$ cat config.mk
export PLATFORM = sky130hd
export DESIGN_NAME = data_cache
export DESIGN_NICKNAME = d
export VERILOG_FILES = /design/src/rtl/dcache_pkg.sv /design/src/rtl/dcache_line_array.sv /design/src/rtl/data_cache.sv
export SDC_FILE = /design/constraint.sdc
export NUM_CORES = 2
export LEC_CHECK = 0
export BUFFER_PORTS_ARGS = -buffer_cell sky130_fd_sc_hd__buf_4
export CORE_UTILIZATION = 61
export CTS_CLUSTER_SIZE = 12
export DETAILED_ROUTE_END_ITERATION = 10
export PLACE_DENSITY = 0.79
export SYNTH_ARGS = -nofsm -noshare
export SYNTH_HDL_FRONTEND = slang
export SYNTH_SLANG_ARGS = --single-unit
$ cat constraint.sdc
create_clock -name clk -period 19 [get_ports clk]
set_input_delay 1.9 -clock clk [delete_from_list [all_inputs] [get_ports clk]]
set_output_delay 1.9 -clock clk [all_outputs]
set_load 0.02 [all_outputs]
$ cat src/rtl/dcache_pkg.sv
// Shared types and default geometry for the direct-mapped write-back data cache.
package dcache_pkg;
    localparam int ADDR_W         = 32;
    localparam int WORD_W         = 32;
    localparam int DEF_NUM_SETS   = 16;
    localparam int DEF_LINE_BYTES = 16;
    localparam int DEF_OFF_W      = $clog2(DEF_LINE_BYTES);
    localparam int DEF_IDX_W      = $clog2(DEF_NUM_SETS);
    localparam int DEF_TAG_W      = ADDR_W - DEF_IDX_W - DEF_OFF_W;
    localparam int DEF_WOFF_W     = DEF_OFF_W - 2;

    typedef enum logic [1:0] {
        ST_IDLE      = 2'd0,
        ST_COMPARE   = 2'd1,
        ST_WRITEBACK = 2'd2,
        ST_ALLOCATE  = 2'd3
    } state_t;
endpackage

$ cat src/rtl/dcache_line_array.sv
// Tag/valid/dirty/data storage: one combinational read port, one write port.
// Valid/dirty reset asynchronously; tag and data arrays are not reset.
module dcache_line_array #(
    parameter int NUM_SETS = 16,
    parameter int IDX_W    = 4,
    parameter int TAG_W    = 24,
    parameter int LINE_W   = 128
)(
    input  logic              i_clk,
    input  logic              i_rst_n,
    input  logic [IDX_W-1:0]  i_rd_idx,
    output logic              o_rd_valid,
    output logic              o_rd_dirty,
    output logic [TAG_W-1:0]  o_rd_tag,
    output logic [LINE_W-1:0] o_rd_data,
    input  logic              i_wr_en,
    input  logic [IDX_W-1:0]  i_wr_idx,
    input  logic [TAG_W-1:0]  i_wr_tag,
    input  logic [LINE_W-1:0] i_wr_data,
    input  logic              i_wr_valid,
    input  logic              i_wr_dirty
);
    logic [NUM_SETS-1:0] r_valid;
    logic [NUM_SETS-1:0] r_dirty;
    logic [TAG_W-1:0]    r_tag  [NUM_SETS];
    logic [LINE_W-1:0]   r_data [NUM_SETS];

    always_ff @(posedge i_clk or negedge i_rst_n) begin
        if (!i_rst_n) begin
            r_valid <= '0;
            r_dirty <= '0;
        end else if (i_wr_en) begin
            r_valid[i_wr_idx] <= i_wr_valid;
            r_dirty[i_wr_idx] <= i_wr_dirty;
        end
    end

    always_ff @(posedge i_clk) begin
        if (i_wr_en) begin
            r_tag[i_wr_idx]  <= i_wr_tag;
            r_data[i_wr_idx] <= i_wr_data;
        end
    end

    assign o_rd_valid = r_valid[i_rd_idx];
    assign o_rd_dirty = r_dirty[i_rd_idx];
    assign o_rd_tag   = r_tag[i_rd_idx];
    assign o_rd_data  = r_data[i_rd_idx];
endmodule

$ cat src/rtl/data_cache.sv
// Direct-mapped write-back/write-allocate data cache with a line-wide memory port.
// Define DCACHE_STATS_EN to build the hit/miss counters; otherwise they read 0.
module data_cache
    import dcache_pkg::*;
#(
    parameter int NUM_SETS   = DEF_NUM_SETS,
    parameter int LINE_BYTES = DEF_LINE_BYTES
)(
    input  logic                    clk,
    input  logic                    reset,
    input  logic                    is_input_valid,
    input  logic [31:0]             addr,
    input  logic                    mem_rw,
    input  logic [31:0]             din,
    output logic                    is_ready,
    output logic                    is_output_valid,
    output logic [31:0]             dout,
    output logic                    is_hit,
    output logic                    mem_req_valid,
    input  logic                    mem_req_ready,
    output logic                    mem_req_write,
    output logic [31:0]             mem_req_addr,
    output logic [LINE_BYTES*8-1:0] mem_req_data,
    input  logic                    mem_resp_valid,
    input  logic [LINE_BYTES*8-1:0] mem_resp_data,
    output logic [31:0]             hit_count,
    output logic [31:0]             miss_count
);
    localparam int OFF_W  = $clog2(LINE_BYTES);
    localparam int IDX_W  = $clog2(NUM_SETS);
    localparam int TAG_W  = ADDR_W - IDX_W - OFF_W;
    localparam int WORDS  = LINE_BYTES / 4;
    localparam int WOFF_W = OFF_W - 2;
    localparam int LINE_W = LINE_BYTES * 8;

    state_t              r_state;
    logic [TAG_W-1:0]    r_tag;
    logic [IDX_W-1:0]    r_idx;
    logic [WOFF_W-1:0]   r_woff;
    logic                r_rw;
    logic [31:0]         r_din;
    logic                r_first;
    logic                r_mreq_valid;
    logic                r_mreq_write;
    logic [31:0]         r_mreq_addr;
    logic [LINE_W-1:0]   r_mreq_data;

    logic                w_rd_valid;
    logic                w_rd_dirty;
    logic [TAG_W-1:0]    w_rd_tag;
    logic [LINE_W-1:0]   w_rd_data;
    logic [WORDS-1:0][31:0] w_words;
    logic [WORDS-1:0][31:0] w_merged;
    logic                w_tag_match;
    logic                w_hit;
    logic                w_fill;
    logic                w_wr_en;
    logic [LINE_W-1:0]   w_wr_data;
    logic                w_unused;

    assign w_unused = ^addr[1:0];

    dcache_line_array #(
        .NUM_SETS (NUM_SETS),
        .IDX_W    (IDX_W),
        .TAG_W    (TAG_W),
        .LINE_W   (LINE_W)
    ) u_lines (
        .i_clk      (clk),
        .i_rst_n    (reset),
        .i_rd_idx   (r_idx),
        .o_rd_valid (w_rd_valid),
        .o_rd_dirty (w_rd_dirty),
        .o_rd_tag   (w_rd_tag),
        .o_rd_data  (w_rd_data),
        .i_wr_en    (w_wr_en),
        .i_wr_idx   (r_idx),
        .i_wr_tag   (r_tag),
        .i_wr_data  (w_wr_data),
        .i_wr_valid (1'b1),
        .i_wr_dirty (!w_fill)
    );

    assign w_words     = w_rd_data;
    assign w_tag_match = w_rd_valid && (w_rd_tag == r_tag);
    assign w_hit       = (r_state == ST_COMPARE) && w_tag_match;
    // A fill is only taken once the read request has been handed off.
    assign w_fill      = (r_state == ST_ALLOCATE) && !r_mreq_valid && mem_resp_valid;
    assign w_wr_en     = (w_hit && r_rw) || w_fill;

    always_comb begin
        w_merged         = w_words;
        w_merged[r_woff] = r_din;
    end

    assign w_wr_data = w_fill ? mem_resp_data : LINE_W'(w_merged);

    assign is_ready        = (r_state == ST_IDLE);
    assign is_output_valid = w_hit;
    assign dout            = w_hit ? w_words[r_woff] : 32'd0;
    assign is_hit          = w_hit && r_first;
    assign mem_req_valid   = r_mreq_valid;
    assign mem_req_write   = r_mreq_write;
    assign mem_req_addr    = r_mreq_addr;
    assign mem_req_data    = r_mreq_data;

    always_ff @(posedge clk or negedge reset) begin
        if (!reset) begin
            r_state      <= ST_IDLE;
            r_tag        <= '0;
            r_idx        <= '0;
            r_woff       <= '0;
            r_rw         <= 1'b0;
            r_din        <= '0;
            r_first      <= 1'b0;
            r_mreq_valid <= 1'b0;
            r_mreq_write <= 1'b0;
            r_mreq_addr  <= '0;
            r_mreq_data  <= '0;
        end else begin
            case (r_state)
                ST_IDLE: begin
                    if (is_input_valid) begin
                        r_tag   <= addr[31 -: TAG_W];
                        r_idx   <= addr[OFF_W +: IDX_W];
                        r_woff  <= addr[2 +: WOFF_W];
                        r_rw    <= mem_rw;
                        r_din   <= din;
                        r_first <= 1'b1;
                        r_state <= ST_COMPARE;
                    end
                end
                ST_COMPARE: begin
                    if (w_tag_match) begin
                        r_state <= ST_IDLE;
                    end else begin
                        r_first      <= 1'b0;
                        r_mreq_valid <= 1'b1;
                        if (w_rd_valid && w_rd_dirty) begin
                            r_mreq_write <= 1'b1;
                            r_mreq_addr  <= {w_rd_tag, r_idx, {OFF_W{1'b0}}};
                            r_mreq_data  <= w_rd_data;
                            r_state      <= ST_WRITEBACK;
                        end else begin
                            r_mreq_write <= 1'b0;
                            r_mreq_addr  <= {r_tag, r_idx, {OFF_W{1'b0}}};
                            r_state      <= ST_ALLOCATE;
                        end
                    end
                end
                ST_WRITEBACK: begin
                    // Victim accepted: reuse the still-asserted valid for the fill request.
                    if (mem_req_ready) begin
                        r_mreq_write <= 1'b0;
                        r_mreq_addr  <= {r_tag, r_idx, {OFF_W{1'b0}}};
                        r_state      <= ST_ALLOCATE;
                    end
                end
                ST_ALLOCATE: begin
                    if (r_mreq_valid) begin
                        if (mem_req_ready) r_mreq_valid <= 1'b0;
                    end else if (mem_resp_valid) begin
                        r_state <= ST_COMPARE;
                    end
                end
                default: r_state <= ST_IDLE;
            endcase
        end
    end

`ifdef DCACHE_STATS_EN
    logic [31:0] r_hit_cnt;
    logic [31:0] r_miss_cnt;

    always_ff @(posedge clk or negedge reset) begin
        if (!reset) begin
            r_hit_cnt  <= '0;
            r_miss_cnt <= '0;
        end else if (r_state == ST_COMPARE && r_first) begin
            if (w_tag_match) r_hit_cnt  <= r_hit_cnt + 32'd1;
            else             r_miss_cnt <= r_miss_cnt + 32'd1;
        end
    end

    assign hit_count  = r_hit_cnt;
    assign miss_count = r_miss_cnt;
`else
    assign hit_count  = 32'd0;
    assign miss_count = 32'd0;
`endif
endmodule

After elaboration in Yosys (flattened, before gate mapping)
Memories as Yosys holds them, arrays and structs flattened.
Index checks and enable logic that the tools add are counted.
Widths: inputs -> output; s select.
{"block": "classes", "magnitude_cmp": 4, "eq_ne": 9, "mux": 38, "n_bitwise": 2, "n_reduce_logical": 22}
{"cell": "$mux 32", "count": 6}
{"cell": "$bwmux 128", "count": 1}
{"cell": "$mux 128", "count": 1}
{"cell": "$bmux 32 s2", "count": 1}
{"cell": "$demux 32 s2", "count": 1}
{"cell": "$pmux 32 s2", "count": 1}
{"cell": "$eq 24x24->1", "count": 1}
{"cell": "$bwmux 16", "count": 1}
{"cell": "$or 16x16->16", "count": 1}
{"cell": "$mux 1", "count": 14}
{"cell": "$mux 2", "count": 5}
{"cell": "$ne 2x2->1 const B", "count": 5}
{"cell": "$logic_and 1x1->1", "count": 9}
{"cell": "$reduce_and 3->1", "count": 3}
{"cell": "$bmux 1 s4", "count": 2}
{"cell": "$pmux 2 s4", "count": 1}
{"cell": "$pmux 1 s2", "count": 3}
{"cell": "$reduce_bool 2->1", "count": 3}
{"cell": "$lt 4x5->1 const B", "count": 1}
{"cell": "$demux 1 s4", "count": 1}
{"cell": "$eq 2x2->1 const B", "count": 2}
{"cell": "$ge 4x1->1 const B", "count": 1}
{"cell": "$reduce_and 2->1", "count": 2}
{"cell": "$reduce_and 4->1", "count": 1}
{"cell": "7 further kinds", "count": 8}
{"block": "totals", "register_bits": 260, "ram_bits": 2432, "input_bits": 198, "out_inout_bits": 261, "memories": 2}
{"name": "u_lines.r_data", "depth": 16, "width": 128, "read_ports": 1, "rd_clocked_by_memory_dff": 0, "write_ports": 1, "line_no": "dcache_line_array.sv:26", "source": "logic [LINE_W-1:0] r_data [NUM_SETS];"}
{"name": "u_lines.r_tag", "depth": 16, "width": 24, "read_ports": 1, "rd_clocked_by_memory_dff": 0, "write_ports": 1, "line_no": "dcache_line_array.sv:25", "source": "logic [TAG_W-1:0] r_tag [NUM_SETS];"}

Logic depth before layout (Yosys ltp)
{"block": "depth", "depth_word": 8, "depth_mapped": 16, "depth_no_buf": 9}

Hierarchy
From an unflattened synthesis, not the netlist that was laid out.
{"block": "hier_totals", "cells_unflattened": 5096, "hier_area_um2": 106733.6}
{"mod": "dcache_line_array", "instances": 1, "cells_per_inst": 3941, "area_per_inst_um2": 93013.0}
{"mod": "data_cache", "instances": 1, "cells_per_inst": 1155, "area_per_inst_um2": 13720.7}

Worst setup path after synthesis
OpenSTA, ideal clock, no wires.
{"block": "synth_timing", "path_type": "reg-to-reg", "startpoint": "reg r_idx[1]", "endpoint": "mem u_lines.r_data[9][0] (enable)", "setup_time_ps": 888, "arrival_time_ps": 14152, "setup_slack_ps": 3960, "path_stages_with_launch": 12, "n_path_buf": 3, "period_less_slack_ps": 15040, "cell_sequence": "dfrtp_1 > buf_6 > buf_12 > buf_8 > mux4_2 > mux4_2 > xnor2_2 > o2111ai_2 > nor4_4 > and2b_1 > nand4_1 > a211oi_1"}
{"block": "synth_via", "elab_chain_cells": 8}
{"item": "start, declared", "line_no": "data_cache.sv:38", "source": "logic [IDX_W-1:0] r_idx;"}
{"item": "start signal, assigned", "line_no": "data_cache.sv:125", "source": "r_idx <= addr[OFF_W +: IDX_W];"}
{"item": "$mem_v2 16x24 or $bmux 1 s4 (tied branches)"}
{"item": "$eq 24x24->1 or $mux 1 (tied branches)", "line_no": "data_cache.sv:85, dcache_line_array.sv:45"}
{"item": "$logic_and 1x1->1", "line_no": "data_cache.sv:85", "source": "assign w_tag_match = w_rd_valid && (w_rd_tag == r_tag);"}
{"item": "$logic_and 1x1->1", "line_no": "data_cache.sv:86", "source": "assign w_hit = (r_state == ST_COMPARE) && w_tag_match;"}
{"item": "$logic_and 1x1->1", "line_no": "data_cache.sv:89", "source": "assign w_wr_en = (w_hit && r_rw) || w_fill;"}
{"item": "$logic_or 1x1->1", "line_no": "data_cache.sv:89"}
{"item": "$mux 1", "line_no": "dcache_line_array.sv:39", "source": "if (i_wr_en) begin"}
{"item": "$mux 1 (implied by the code)", "line_no": "dcache_line_array.sv:41", "source": "r_data[i_wr_idx] <= i_wr_data;"}
{"item": "end, declared", "line_no": "dcache_line_array.sv:26"}
Parallel ways exist; a longest one is shown, timed or not. The select of a mux whose other input is x is not followed.

Worst setup path after layout
{"block": "layout_timing", "startpoint": "reg r_idx[3]", "endpoint": "out dout[4]"}
{"block": "layout_via", "elab_chain_cells": 5}
{"item": "$mem_v2 16x24 or $bmux 1 s4 (tied branches)"}
{"item": "$eq 24x24->1 or $mux 1 (tied branches)", "line_no": "data_cache.sv:85, dcache_line_array.sv:45"}
{"item": "$logic_and 1x1->1", "line_no": "data_cache.sv:85"}
{"item": "$logic_and 1x1->1", "line_no": "data_cache.sv:86"}
{"item": "$mux 32 *", "line_no": "data_cache.sv:100", "source": "assign dout = w_hit ? w_words[r_woff] : 32'd0;"}
{"item": "end, declared", "line_no": "data_cache.sv:17", "source": "output logic [31:0] dout,"}
Mark *: on every way between the ends. The rest lies on a longest branch, timed or not. The select of a mux whose other input is x is not followed.

==> flow_metrics.env <==
export IMPL_setup_viol_count_final=0
export IMPL_die_h_um=421
export IMPL_status="complete, no violations"
export IMPL_crit_top_cell="buf_4"
export IMPL_hp_class="reg -> reg"
export IMPL_synthSimpleGateAreaFrac=0.0168
export IMPL_period_needed_ns=9.27
export IMPL_insertion_delay_ns=0.94
export IMPL_pwr_share_clk=0.239
export IMPL_synthTopCellsByCount="2432 x edfxtp_1, 773 x mux4_2, 256 x dfrtp_1"
export IMPL_synth_fa_ha_area_frac=0.000467
export IMPL_core_area_um2=174000
export IMPL_path_cells="buf_4 -> buf_4 -> mux4_2 -> xor2_1 -> a32oi_1 -> a21oi_1 -> or3_1 -> nor4_2 -> nand4bb_4 -> buf_4 -> nor2b_1 -> buf_4"
export IMPL_synth_xor_area_share=0.00187
export IMPL_min_from="u_lines.r_valid[5]"
export IMPL_cp_required_ns=17.10
export IMPL_synth_most_common_cell="edfxtp_1"
export IMPL_cts_tree="built"
export IMPL_async_flop_share=0.0952
export IMPL_drt_iter0_drc=8606
export IMPL_tightest_slew_ns=1.45
export IMPL_combPwrFrac=0.343
export IMPL_cts_htree_levels=5
export IMPL_cts_sinks=2688
export IMPL_fin_area_um2=121000
export IMPL_cts_root_buffer="clkbuf_16"
export IMPL_grt_pass1_vias=56900
export IMPL_period_share=0.488
export IMPL_hold_path_depth=1
export IMPL_ant_nets=0
export IMPL_synth_edff_count=2432
export IMPL_synth_compound_area_frac=0.0149
export IMPL_synth_avg_cell_area_um2=21.6
export IMPL_numCtsBuffers=287
export IMPL_rr_worst_depth=16
export IMPL_ys_dominant_reg_cell="edfxtp_1"
export IMPL_p_per_area_nw_per_um2=173
export IMPL_grt_usage=0.342
export IMPL_critPathSlowestCell="buf_4"
export IMPL_syn_cell_area_um2=107000
export IMPL_ys_seq_elements=2688
export IMPL_dieArea_um2=178000
export IMPL_p_int_mw=13.9
export IMPL_worstSetupPathType="reg -> out"
export IMPL_areaGrowthSynthToFinish_pct=13.2
export IMPL_synth_largest_area_cell="edfxtp_1"
export IMPL_switching_share=0.338
export IMPL_wire_per_inst_um=37.5
export IMPL_reg2reg_to="u_lines.r_data[12][33]"
export IMPL_place_hpwl_um=166000
export IMPL_ys_types=73
export IMPL_grt_pass1_wl_um=423000
export IMPL_cts_resized=0
export IMPL_drive_gt1_frac=0.338
export IMPL_arrival_ns=7.37
export IMPL_grt_start_max_net_pins=154
export IMPL_num_vias=56400
export IMPL_totalWireLength_um=302000
export IMPL_portBuffers=388
export IMPL_synth_cells=4954
export IMPL_r2r_setup_slack_ns=9.92
export IMPL_netlist_top_cells_area="edfxtp_1 68%, mux4_2 16%, dfrtp_1 6.0%"
export IMPL_placed_cell_area_um2=113000
export IMPL_cp_max_fo=53
export IMPL_ys_warn_count=0
export IMPL_endpoint_kind="output pin"
export IMPL_fmax_mhz=108
export IMPL_finClkSkew_ns=0.0678
export IMPL_vdd_drop_max_uv=139
export IMPL_cp_slowest_stage_delay_ns=0.93
export IMPL_hold_viol=0
export IMPL_grt_ovfl_total=0
export IMPL_p_leak_nw=41.0
export IMPL_yosysSeqAreaShare=0.741
export IMPL_fin_nets=5742
export IMPL_routed_via_density=7.01
export IMPL_die_x_um=421
export IMPL_start_util=0.616
export IMPL_maxCapViolCount=0
export IMPL_power_switching_mw=7.09
export IMPL_row_count=153
export IMPL_synth_area_mux_share=0.207
export IMPL_slew_headroom=0.0265
export IMPL_timing_critical_path_max_delay_family="buffers and inverters"
export IMPL_ctsHoldBuffers=0
export IMPL_rsz0062_at_grt="no"
export IMPL_worstSetupStartpoint="r_idx[3]"
export IMPL_drc=0
export IMPL_routabilityCongestion=0.842
export IMPL_grt_antenna_before_repair=22
export IMPL_timing_rr_start="r_idx[3]"
export IMPL_clkTransAtPathRegs_ns=0.06
export IMPL_synth_top_area_frac=0.681
export IMPL_fin_util=0.697
export IMPL_hold_end="u_lines.r_valid[5]"
export IMPL_cts_setup_buffers=0
export IMPL_power_frac_seq=0.418
export IMPL_ios=459
export IMPL_drv_slew=0
export IMPL_dr_pass1_iters=5
export IMPL_clock_path_buffers=4
export IMPL_path_buf_inv=4
export IMPL_synth_top_family_by_area="multiplexers"
export IMPL_cp_start_kind="flip-flop"
export IMPL_fin_tns_setup_ns=0
## power groups by stage
stage | clock [mW] | sequential [mW] | combinational, mW
CTS | 5.05 | 8.77 | 7.06
finish | 5.02 | 8.77 | 7.20
floorplan | 0 | 8.68 | 4.43
global placement | 0 | 8.87 | 6.72
global route | 5.27 | 8.78 | 7.45
detailed placement | 0 | 8.89 | 6.96
## how the worst max path moves through the flow
stage	cells past startpoint	slack, ns	end
finish	12	9.73	dout[4]
CTS	12	9.81	dout[4]
global route	9	9.64	dout[9]
detailed placement	16	10.07	u_lines.r_data[12][58]
floorplan	11	3.96	u_lines.r_data[9][0]
global placement	16	10.16	u_lines.r_data[12][58]
## per-layer routing
| metal | global-route usage | wire length, um | up-vias |
|---|---|---|---|
| li1 | - | - | 21600 |
| met1 | 0.429 | 99000 | 29500 |
| met2 | 0.536 | 145000 | 4485 |
| met3 | 0.0683 | 31800 | 831 |
| met4 | 0.255 | 26000 | 4 |
| met5 | 0 | 66 | - |
## flip-flops by register name, summed over array words and instances (netlist names), 2 cells and up
name	count
mem_req_data	128
mem_req_addr	28
r_idx	4
u_lines.r_data	2048
u_lines.r_valid	16
u_lines.r_dirty	16
r_state	2
u_lines.r_tag	384
r_woff	2
r_tag	24
r_din	32
## through the flow
step / hold WS (ns) / total power, mW / setup WS (ns) / instances
detailed placement: 0.452 / 15.8 / 10.07 / 7573
CTS: 0.469 / 20.9 / 9.81 / 8027
global route: 0.479 / 21.5 / 9.64 / 8034
global placement: 0.448 / 15.6 / 10.16 / 7573
finish: 0.470 / 21.0 / 9.73 / 8047
floorplan: 0.429 / 13.1 / 3.96 / 5021
## cell families after synthesis
logic type | after synthesis
XOR/XNOR | 22
AO/OA/AOI/OAI | 273
flip-flops | 2688
buffers and inverters | 378
other | 1
multiplexers | 1217
AND/OR/NAND/NOR | 371
adder cells (fa/ha/maj) | 4
## cells in the final DEF, fill, tap and decap left out, types with 5 or more instances in the layout
cell	count
a211oi_1	7
a21oi_1	13
a21oi_4	6
a22oi_1	17
and2_1	5
buf_12	8
buf_4	575
clkbuf_1	118
clkbuf_16	293
clkbuf_8	12
clkinv_1	18
clkinv_2	11
conb_1	68
dfrtp_1	250
dfrtp_4	5
diode_2	17
edfxtp_1	2432
inv_1	21
mux2_1	28
mux2_2	205
mux2_4	7
mux2i_1	203
mux4_2	773
nand2_1	192
nand2b_1	20
nand3_1	25
nand3b_1	5
nand4_1	23
nor2_1	25
nor2b_1	42
o211ai_1	7
o21ai_0	123
o21ai_1	51
o21ai_4	5
o2bb2ai_1	5
xnor2_1	7
xor2_1	14
## area by class of cell
class	instances	area [um^2]
Timing Repair Buffer	587	4510
Fill cell	10100	52800
Sequential cell	2688	79500
Clock inverter	31	140
Tap cell	2325	2910
Clock buffer	423	7940
Multi-Input combinational cell	1955	26300
Antenna cell	17	42.5
Inverter	21	78.8
No activity file was read; power rests on OpenSTA's default activity.
